<file path="config.mk">
export PLATFORM = sky130hd
export DESIGN_NAME = ma_stage
export DESIGN_NICKNAME = d
export VERILOG_FILES = /design/src/rtl/simplerisc_pkg.sv /design/src/rtl/ma_wb_reg.sv /design/src/rtl/ma_stage.sv
export SDC_FILE = /design/constraint.sdc
export NUM_CORES = 1
export LEC_CHECK = 0
export BUFFER_PORTS_ARGS = -buffer_cell sky130_fd_sc_hd__buf_2
export CORE_UTILIZATION = 30
export DETAILED_ROUTE_END_ITERATION = 10
export PLACE_DENSITY = 0.6
export SLEW_MARGIN = 20
export SYNTH_ARGS = -nofsm -noshare
export SYNTH_HDL_FRONTEND = slang
export SYNTH_SLANG_ARGS = --single-unit
</file>
<file path="constraint.sdc">
create_clock -name clk -period 4.9 [get_ports clk]
set_input_delay 0.49 -clock clk [delete_from_list [all_inputs] [get_ports clk]]
set_output_delay 0.49 -clock clk [all_outputs]
set_load 0.005 [all_outputs]
</file>
<file path="src/rtl/simplerisc_pkg.sv">
// simplerisc_pkg: shared widths, MA stage state encoding and MA/WB record type.
package simplerisc_pkg;
   localparam int DATA_W     = 32;
   localparam int REG_ADDR_W = 4;
   typedef enum logic {S_IDLE, S_WAIT} ma_state_t;
   typedef struct packed {
      logic                  is_ld;
      logic                  is_call;
      logic                  is_wb;
      logic [REG_ADDR_W-1:0] rd;
      logic [DATA_W-1:0]     pc;
      logic [DATA_W-1:0]     alu_result;
      logic [DATA_W-1:0]     ld_result;
   } ma_wb_t;
   localparam int MA_WB_W = $bits(ma_wb_t);
endpackage

</file>
<file path="src/rtl/ma_wb_reg.sv">
// ma_wb_reg: MA/WB pipeline register; write enable is suppressed on idle cycles.
module ma_wb_reg
   import simplerisc_pkg::*;
(
   input  logic                  clk,
   input  logic                  rst,
   input  logic                  load_i,
   input  logic [MA_WB_W-1:0]    d_i,
   output logic                  wb_valid_o,
   output logic                  wb_is_ld_o,
   output logic                  wb_is_call_o,
   output logic                  wb_is_wb_o,
   output logic [REG_ADDR_W-1:0] wb_rd_o,
   output logic [DATA_W-1:0]     wb_ld_result_o,
   output logic [DATA_W-1:0]     wb_pc_o,
   output logic [DATA_W-1:0]     wb_alu_result_o
);
   ma_wb_t wb_q;
   logic   valid_q;
   always_ff @(posedge clk) begin
      if (rst) begin
         valid_q <= 1'b0;
         wb_q    <= '0;
      end else begin
         valid_q <= load_i;
         if (load_i) wb_q <= ma_wb_t'(d_i);
      end
   end
   assign wb_valid_o      = valid_q;
   assign wb_is_ld_o      = wb_q.is_ld;
   assign wb_is_call_o    = wb_q.is_call;
   assign wb_is_wb_o      = valid_q & wb_q.is_wb;
   assign wb_rd_o         = wb_q.rd;
   assign wb_ld_result_o  = wb_q.ld_result;
   assign wb_pc_o         = wb_q.pc;
   assign wb_alu_result_o = wb_q.alu_result;
endmodule

</file>
<file path="src/rtl/ma_stage.sv">
// ma_stage: SimpleRisc memory-access stage with bounded req/ack data-memory handshake.
module ma_stage
   import simplerisc_pkg::*;
#(
   parameter int MAX_WAIT = 16
) (
   input  logic                  clk,
   input  logic                  rst,
   input  logic                  ex_valid,
   output logic                  ma_ready,
   input  logic [DATA_W-1:0]     ex_pc,
   input  logic [DATA_W-1:0]     ex_alu_result,
   input  logic [DATA_W-1:0]     ex_op2,
   input  logic [REG_ADDR_W-1:0] ex_rd,
   input  logic                  ex_is_ld,
   input  logic                  ex_is_st,
   input  logic                  ex_is_call,
   input  logic                  ex_is_wb,
   output logic                  dmem_req,
   output logic                  dmem_we,
   output logic [DATA_W-1:0]     dmem_addr,
   output logic [DATA_W-1:0]     dmem_wdata,
   input  logic                  dmem_ack,
   input  logic [DATA_W-1:0]     dmem_rdata,
   output logic                  wb_valid,
   output logic                  wb_is_ld,
   output logic                  wb_is_call,
   output logic                  wb_is_wb,
   output logic [DATA_W-1:0]     wb_ld_result,
   output logic [DATA_W-1:0]     wb_pc,
   output logic [DATA_W-1:0]     wb_alu_result,
   output logic [REG_ADDR_W-1:0] wb_rd,
   output logic                  mem_err
);
   localparam int CW = $clog2(MAX_WAIT + 1);
   ma_state_t         state_q, state_d;
   logic [CW-1:0]     cnt_q, cnt_d;
   ma_wb_t            inst_q, inst_d, ex_rec, wb_d;
   logic              req_q, req_d, we_q, we_d, err_q, err_d;
   logic [DATA_W-1:0] addr_q, addr_d, wdata_q, wdata_d;
   logic              accept, in_wait, is_mem, misal, go_mem, retire_now, ack, tmo;
   always_comb begin
      ex_rec     = '{is_ld: ex_is_ld, is_call: ex_is_call, is_wb: ex_is_wb, rd: ex_rd,
                     pc: ex_pc, alu_result: ex_alu_result, ld_result: '0};
      accept     = ex_valid & (state_q == S_IDLE);
      in_wait    = state_q == S_WAIT;
      is_mem     = ex_is_ld | ex_is_st;
      misal      = ex_alu_result[1:0] != 2'b00;
      go_mem     = accept & is_mem & ~misal;
      retire_now = accept & ~go_mem;
      ack        = in_wait & dmem_ack;
      tmo        = in_wait & ~dmem_ack & (cnt_q == CW'(MAX_WAIT - 1));
      // Misaligned accesses retire immediately without touching memory.
      wb_d           = retire_now ? ex_rec : inst_q;
      wb_d.ld_result = (ack & inst_q.is_ld) ? dmem_rdata : '0;
      inst_d  = go_mem ? ex_rec : inst_q;
      state_d = go_mem ? S_WAIT : (ack | tmo) ? S_IDLE : state_q;
      cnt_d   = (go_mem | ack | tmo) ? '0 : in_wait ? cnt_q + 1'b1 : cnt_q;
      req_d   = go_mem ? 1'b1 : (ack | tmo) ? 1'b0 : req_q;
      we_d    = go_mem ? (ex_is_st & ~ex_is_ld) : we_q;
      addr_d  = go_mem ? ex_alu_result : addr_q;
      wdata_d = go_mem ? ex_op2 : wdata_q;
      err_d   = err_q | tmo | (accept & is_mem & (misal | (ex_is_ld & ex_is_st)));
   end
   always_ff @(posedge clk) begin
      if (rst) begin
         state_q <= S_IDLE;
         cnt_q   <= '0;
         inst_q  <= '0;
         req_q   <= 1'b0;
         we_q    <= 1'b0;
         addr_q  <= '0;
         wdata_q <= '0;
         err_q   <= 1'b0;
      end else begin
         state_q <= state_d;
         cnt_q   <= cnt_d;
         inst_q  <= inst_d;
         req_q   <= req_d;
         we_q    <= we_d;
         addr_q  <= addr_d;
         wdata_q <= wdata_d;
         err_q   <= err_d;
      end
   end
   assign ma_ready   = state_q == S_IDLE;
   assign dmem_req   = req_q;
   assign dmem_we    = we_q;
   assign dmem_addr  = addr_q;
   assign dmem_wdata = wdata_q;
   assign mem_err    = err_q;
   ma_wb_reg u_wb (
      .clk            (clk),
      .rst            (rst),
      .load_i         (retire_now | ack | tmo),
      .d_i            (wb_d),
      .wb_valid_o     (wb_valid),
      .wb_is_ld_o     (wb_is_ld),
      .wb_is_call_o   (wb_is_call),
      .wb_is_wb_o     (wb_is_wb),
      .wb_rd_o        (wb_rd),
      .wb_ld_result_o (wb_ld_result),
      .wb_pc_o        (wb_pc),
      .wb_alu_result_o(wb_alu_result)
   );
endmodule

</file>
## After elaboration in Yosys (flattened, before gate mapping)

Index checks and enable logic that the tools add are counted.

| cells by class | value |
|---|---|
| $add $sub $neg | 1 |
| equal/unequal tests | 1 |
| muxes and demuxes | 4 |
| bitwise logic cells | 26 |
| reduce and logical (&&, ||, !) cells | 3 |

Operator list:

| kind | number |
|---|---|
| 103-bit two-way mux | 1 |
| 32-bit two-way mux | 1 |
| 1-bit bitwise AND | 12 |
| 1-bit OR | 9 |
| 5-bit by 1-bit adder with 5-bit output, second input constant | 1 |
| 5-bit by 4-bit == test with 1-bit output, second input constant | 1 |
| 1-bit inverter | 5 |
| 2-bit nonzero test | 2 |
| 1-bit two-way mux | 2 |
| 2-bit OR reduction | 1 |

| storage, ports and cells | value |
|---|---|
| register bits after elaboration | 215 |
| input port bits | 140 |
| logic and storage cells | 54 |

## Logic depth before layout (Yosys ltp)

| logic depth | value |
|---|---|
| depth in word-level cells | 8 |
| gate-level depth with buffers | 8 |
| mapped depth without buffers | 7 |

## Cells and area by module

Synthesis repeated with hierarchy kept, for this count alone.

| second synthesis, totals | value |
|---|---|
| cell total of the unflattened synthesis | 1,119 |
| area, all modules | 10,475.0 um2 |

Modules (own cells, without submodules):

| module | instances | cells an instance | area an instance (um2) | seq. area each (um2) |
|---|---|---|---|---|
| ma_stage | 1 | 683 | 6,018.3 | 2,222.1 |
| ma_wb_reg | 1 | 436 | 4,456.8 | 2,082.0 |

## Worst setup path after synthesis

Ideal clock, no wire load.

| timing path | value |
|---|---|
| path kind | register to register |
| from | register cnt_q[0] |
| to | register u_wb.wb_q (netlist bit u_wb.wb_alu_result_o[30]) |
| library setup time | 0.086 ns |
| arrival time | 1.762 ns |
| slack | 3.052 ns |
| cell stages (with the launch flop) | 9 |
| path buffers | 1 |
| path through | dfxtp_1 > ha_1 > and3_1 > ha_1 > nor2_1 > nor2_2 > clkbuf_1 > a21oi_1 > a211oi_1 |

| between the ends | value |
|---|---|
| cells in the longest elaborated chain, start to end | 3 |

Ends and longest elaborated chain:

| what | line | text |
|---|---|---|
| from (decl) | ma_stage.sv:37 | `logic [CW-1:0] cnt_q, cnt_d;` |
| from (signal assigned) | ma_stage.sv:77 | `cnt_q <= cnt_d;` |
| 5-bit by 4-bit == test with 1-bit output | ma_stage.sv:52 | `tmo = in_wait & ~dmem_ack & (cnt_q == CW'(MAX_WAIT - 1));` |
| 1-bit bitwise AND | ma_stage.sv:52 |  |
| 1-bit OR | ma_stage.sv:95 | `.load_i (retire_now \| ack \| tmo),` |
| to (signal assigned) | ma_wb_reg.sv:26 | `if (load_i) wb_q <= ma_wb_t'(d_i);` |
| to (decl) | ma_wb_reg.sv:18 | `ma_wb_t wb_q;` |

Every way passes these cells.
A chain may end at the register's enable or synchronous reset.

==> impl_metrics.toml <==
[worst_setup_path]
r2r_cells = 5
path_max_fanout = 70
crit_required_ns = 5.30
path_cells = "nor2b_1 > o21a_2 > buf_4 > a21oi_1 > a211oi_1"
r2r_start = "dmem_req"
cp.arrival_ns = 2.83
max_stage_delay_ns = 0.69
start_kind = "register"
r2r_end = "u_wb.wb_pc_o[6]"
endpoint_kind = "register"
cpMaxStageDelayCell = "buf_4"
r2r_slack_ns = 2.48
path_class = "register to register"

[place]
port_buffers = 311
post-place-cells = 1562
dp_hpwl_um = 15680
post-place-ws_ns = 2.181
place_congestion = 0.7696
post_dp_cell_area_sq_um = 9707

[detailed_routing]
drc = 0
totalWireLength_um = 24260
num_vias = 7560
dr.pass1.iters = 4
drt_iter0_markers = 376
routedWlPerCell_um = 15.12
vias_per_cell = 4.710
drtAntennaViolNets = 0

[global_route]
grtUsageTotal = 0.1527
grt_pass1_vias = 7341
antenna_found_initial = 1
grt_pass1_wl_um = 38200
grt_overflow = 0
grt_max_degree = 98

[logic_synthesis]
ys_ff_latch = 215
muxShareOfSynthArea = 0.001119
syn-instance-count = 1066
synth_compound_area_frac = 0.1948
syn_area_sq_um = 8946
synth_top_family_by_area = "compound AO/OA/AOI/OAI gates"
synth_simple_gate_area_frac = 0.1551
synth_xor_area_frac = 0.002937
yosys.area_share.adder = 0.003916
synth_cell_types = 33
yosysSeqAreaShare = 0.4811
synth_fp_nets = 1208
synth_warnings = 0
syn_avg_cell_area_sq_um = 8.392

[sta]
report.final.slew_viol_count = 0
finalCritPeriodShare = 0.4945
clock-skew-final_ns = 0.01034
max_slew.worst_pin.slew_ns = 0.9321
finalWorstSetupSlack_ns = 2.477
timing.fmax_mhz = 412.7
rsz0062_at_grt = "no"
tns_ns = 0
hold_viol = 0
finalCriticalPeriod_ns = 2.423
setup-violations-final = 0
slew_headroom = 0.3786

[finish]
design_area_sq_um = 10510
final_layout_size_suffix_gt1_frac = 0.3008
utilization = 0.3623
seq_area_sq_um = 4304
syn_to_final_growth_pct = 17.51
final_nets = 1348
multi_input_comb_area_sq_um = 3226
final-instance-count-excl-fill = 1605
nFillCells = 3027

[floorplanning]
io_pins = 312
initial_core_util = 0.3083
core_sq_um = 29010
fp.dieArea_sq_um = 30510
die_h_um = 174.7
die_x_um = 174.7
fp-row-count = 62

[pwr]
peakVddDrop_uv = 203.9
p_per_area_nw_per_um2 = 384.0
swShare = 0.2387
p_leak_nw = 4.498
power.internal_w = 0.003073
clockPowerShare = 0.446
power.sequential.fraction = 0.461
combinationalPowerShare = 0.092
p_switching_w = 0.0009637

[min_path]
hold_end = "u_wb.wb_ld_result_o[23]"
hp-class = "input pin to register"
min_path_cells = 2
hp-start = "dmem_rdata[23]"

[clocking]
insertion_delay_ns = 0.51
cts_made_buffers = 25
htree_levels = 1
postCtsSetupBuffers = 0
clock-root-buffer = "clkbuf_16"
cts_sinks = 215
ctsResizeCount = 0
cts_tree = "built"
cts_buffer_depth = 3
hold_buffers = 0
cts.clk_slew.worst_paths_ns = 0.06

[run_status]
status = "finished clean"

[flow_run]
drv_cap = 0
-- power by group through the flow --
stage	Sequential, W	Clock (W)	Combinational (W)
6_report	0.00186	0.00180	0.000373
3_3_place_gp	0.00190	0	0.000369
5_1_grt	0.00187	0.00192	0.000416
2_1_floorplan	0.00189	0	0.000269
4_1_cts	0.00186	0.00186	0.000376
3_5_place_dp	0.00190	0	0.000375
-- placed cells by master (no fill, tap or decap), drive strengths merged, types with 3 or more instances in the layout --
cell type	count
buf	324
nand2	253
dfxtp	215
a21oi	175
nor2	56
a211oi	49
clkbuf	36
a22o	32
a22oi	24
nand3	24
inv	4
nor3	3
-- through the flow --
step	hold slack, ns	power, W
floorplan	0.4323	0.002160
global placement	0.4390	0.002267
detailed placement	0.4446	0.002275
CTS	0.1565	0.004099
global route	0.1639	0.004210
finish	0.1861	0.004036
-- Yosys cell counts --
library cell  count  area, sq um
a22o_1           32        280.3
nor3_1            1        5.000
nand2b_1          1        6.260
nor2_2            2        12.51
o21ai_2           1        8.760
buf_6            13        146.4
inv_1             3        11.26
or3_1             2        12.51
xor2_1            2        17.52
a21oi_1         175        875.8
ha_1              2        25.02
mux2i_1           1        10.01
and2_1            1        6.260
a31oi_1           1        6.260
nor2_1           54        202.7
nand2_1         253        949.7
a22oi_1          24        180.2
nand4_1           1        6.260
o21ai_4           1        16.27
xnor2_1           1        8.760
maj3_1            1        10.01
nand3_1          24        120.1
and3_1            1        6.260
buf_2            14        70.07
nor3_4            2        32.53
dfxtp_1         215         4304
nor3b_1           2        15.01
nor2b_1           1        6.260
buf_4           139         1044
or2_1             1        6.260
o21a_1            1        7.510
clkbuf_1         45        168.9
a211oi_1         49        367.9
-- flip-flops by register name, summed over array words and instances (netlist names), 4 cells and up --
name,cells
inst_q,39
dmem_addr,32
dmem_wdata,32
u_wb.wb_alu_result_o,32
u_wb.wb_ld_result_o,32
u_wb.wb_pc_o,32
cnt_q,5
u_wb.wb_rd_o,4
-- worst max-delay path: cells and delay by family, from the launching register on --
kind	cells	cell delay, ns
flops	1	0.47
simple gates	1	0.42
compound gates	3	0.66
buf+inv	1	0.69
-- worst max-delay path by stage --
stage               startpoint                       end  slack, ns
finish                dmem_req           u_wb.wb_pc_o[6]       2.48
global route          dmem_req                inst_q[76]       2.24
CTS                   cnt_q[0]    u_wb.wb_ld_result_o[5]       2.16
detailed placement    cnt_q[0]    u_wb.wb_ld_result_o[5]       2.18
global placement      cnt_q[0]    u_wb.wb_ld_result_o[5]       2.16
floorplan             cnt_q[0]  u_wb.wb_alu_result_o[30]       3.05
-- final cells by class --
type	instances	area share
Clock buffer	36	0.06725
Multi-Input combinational cell	637	0.3068
Timing Repair Buffer	324	0.1617
Tap cell	384	0.04570
Sequential cell	215	0.4094
Inverter	3	0.001071
Clock inverter	5	0.007736
Antenna cell	1	0.0002380
-- cells by family (layout without fill, tap and decap cells) --
logic type      after synthesis  in the layout
simple gates                346            346
compound gates              284            284
flops                       215            215
buf+inv                     214            368
fa+ha+maj                     3              3
xor+xnor                      3              3
mux                           1              1
other cells                   0              1
-- routing by layer --
metal,GRT usage,wire length [um],up-vias,part of all wire
met1,0.1776,9980,3513,0.41
li1,-,-,3732,-
met5,0,0,-,0
met2,0.2669,11560,273,0.48
met3,0.04286,1966,42,0.081
met4,0.05362,749,0,0.031
No activity file was read; power rests on OpenSTA's default activity.
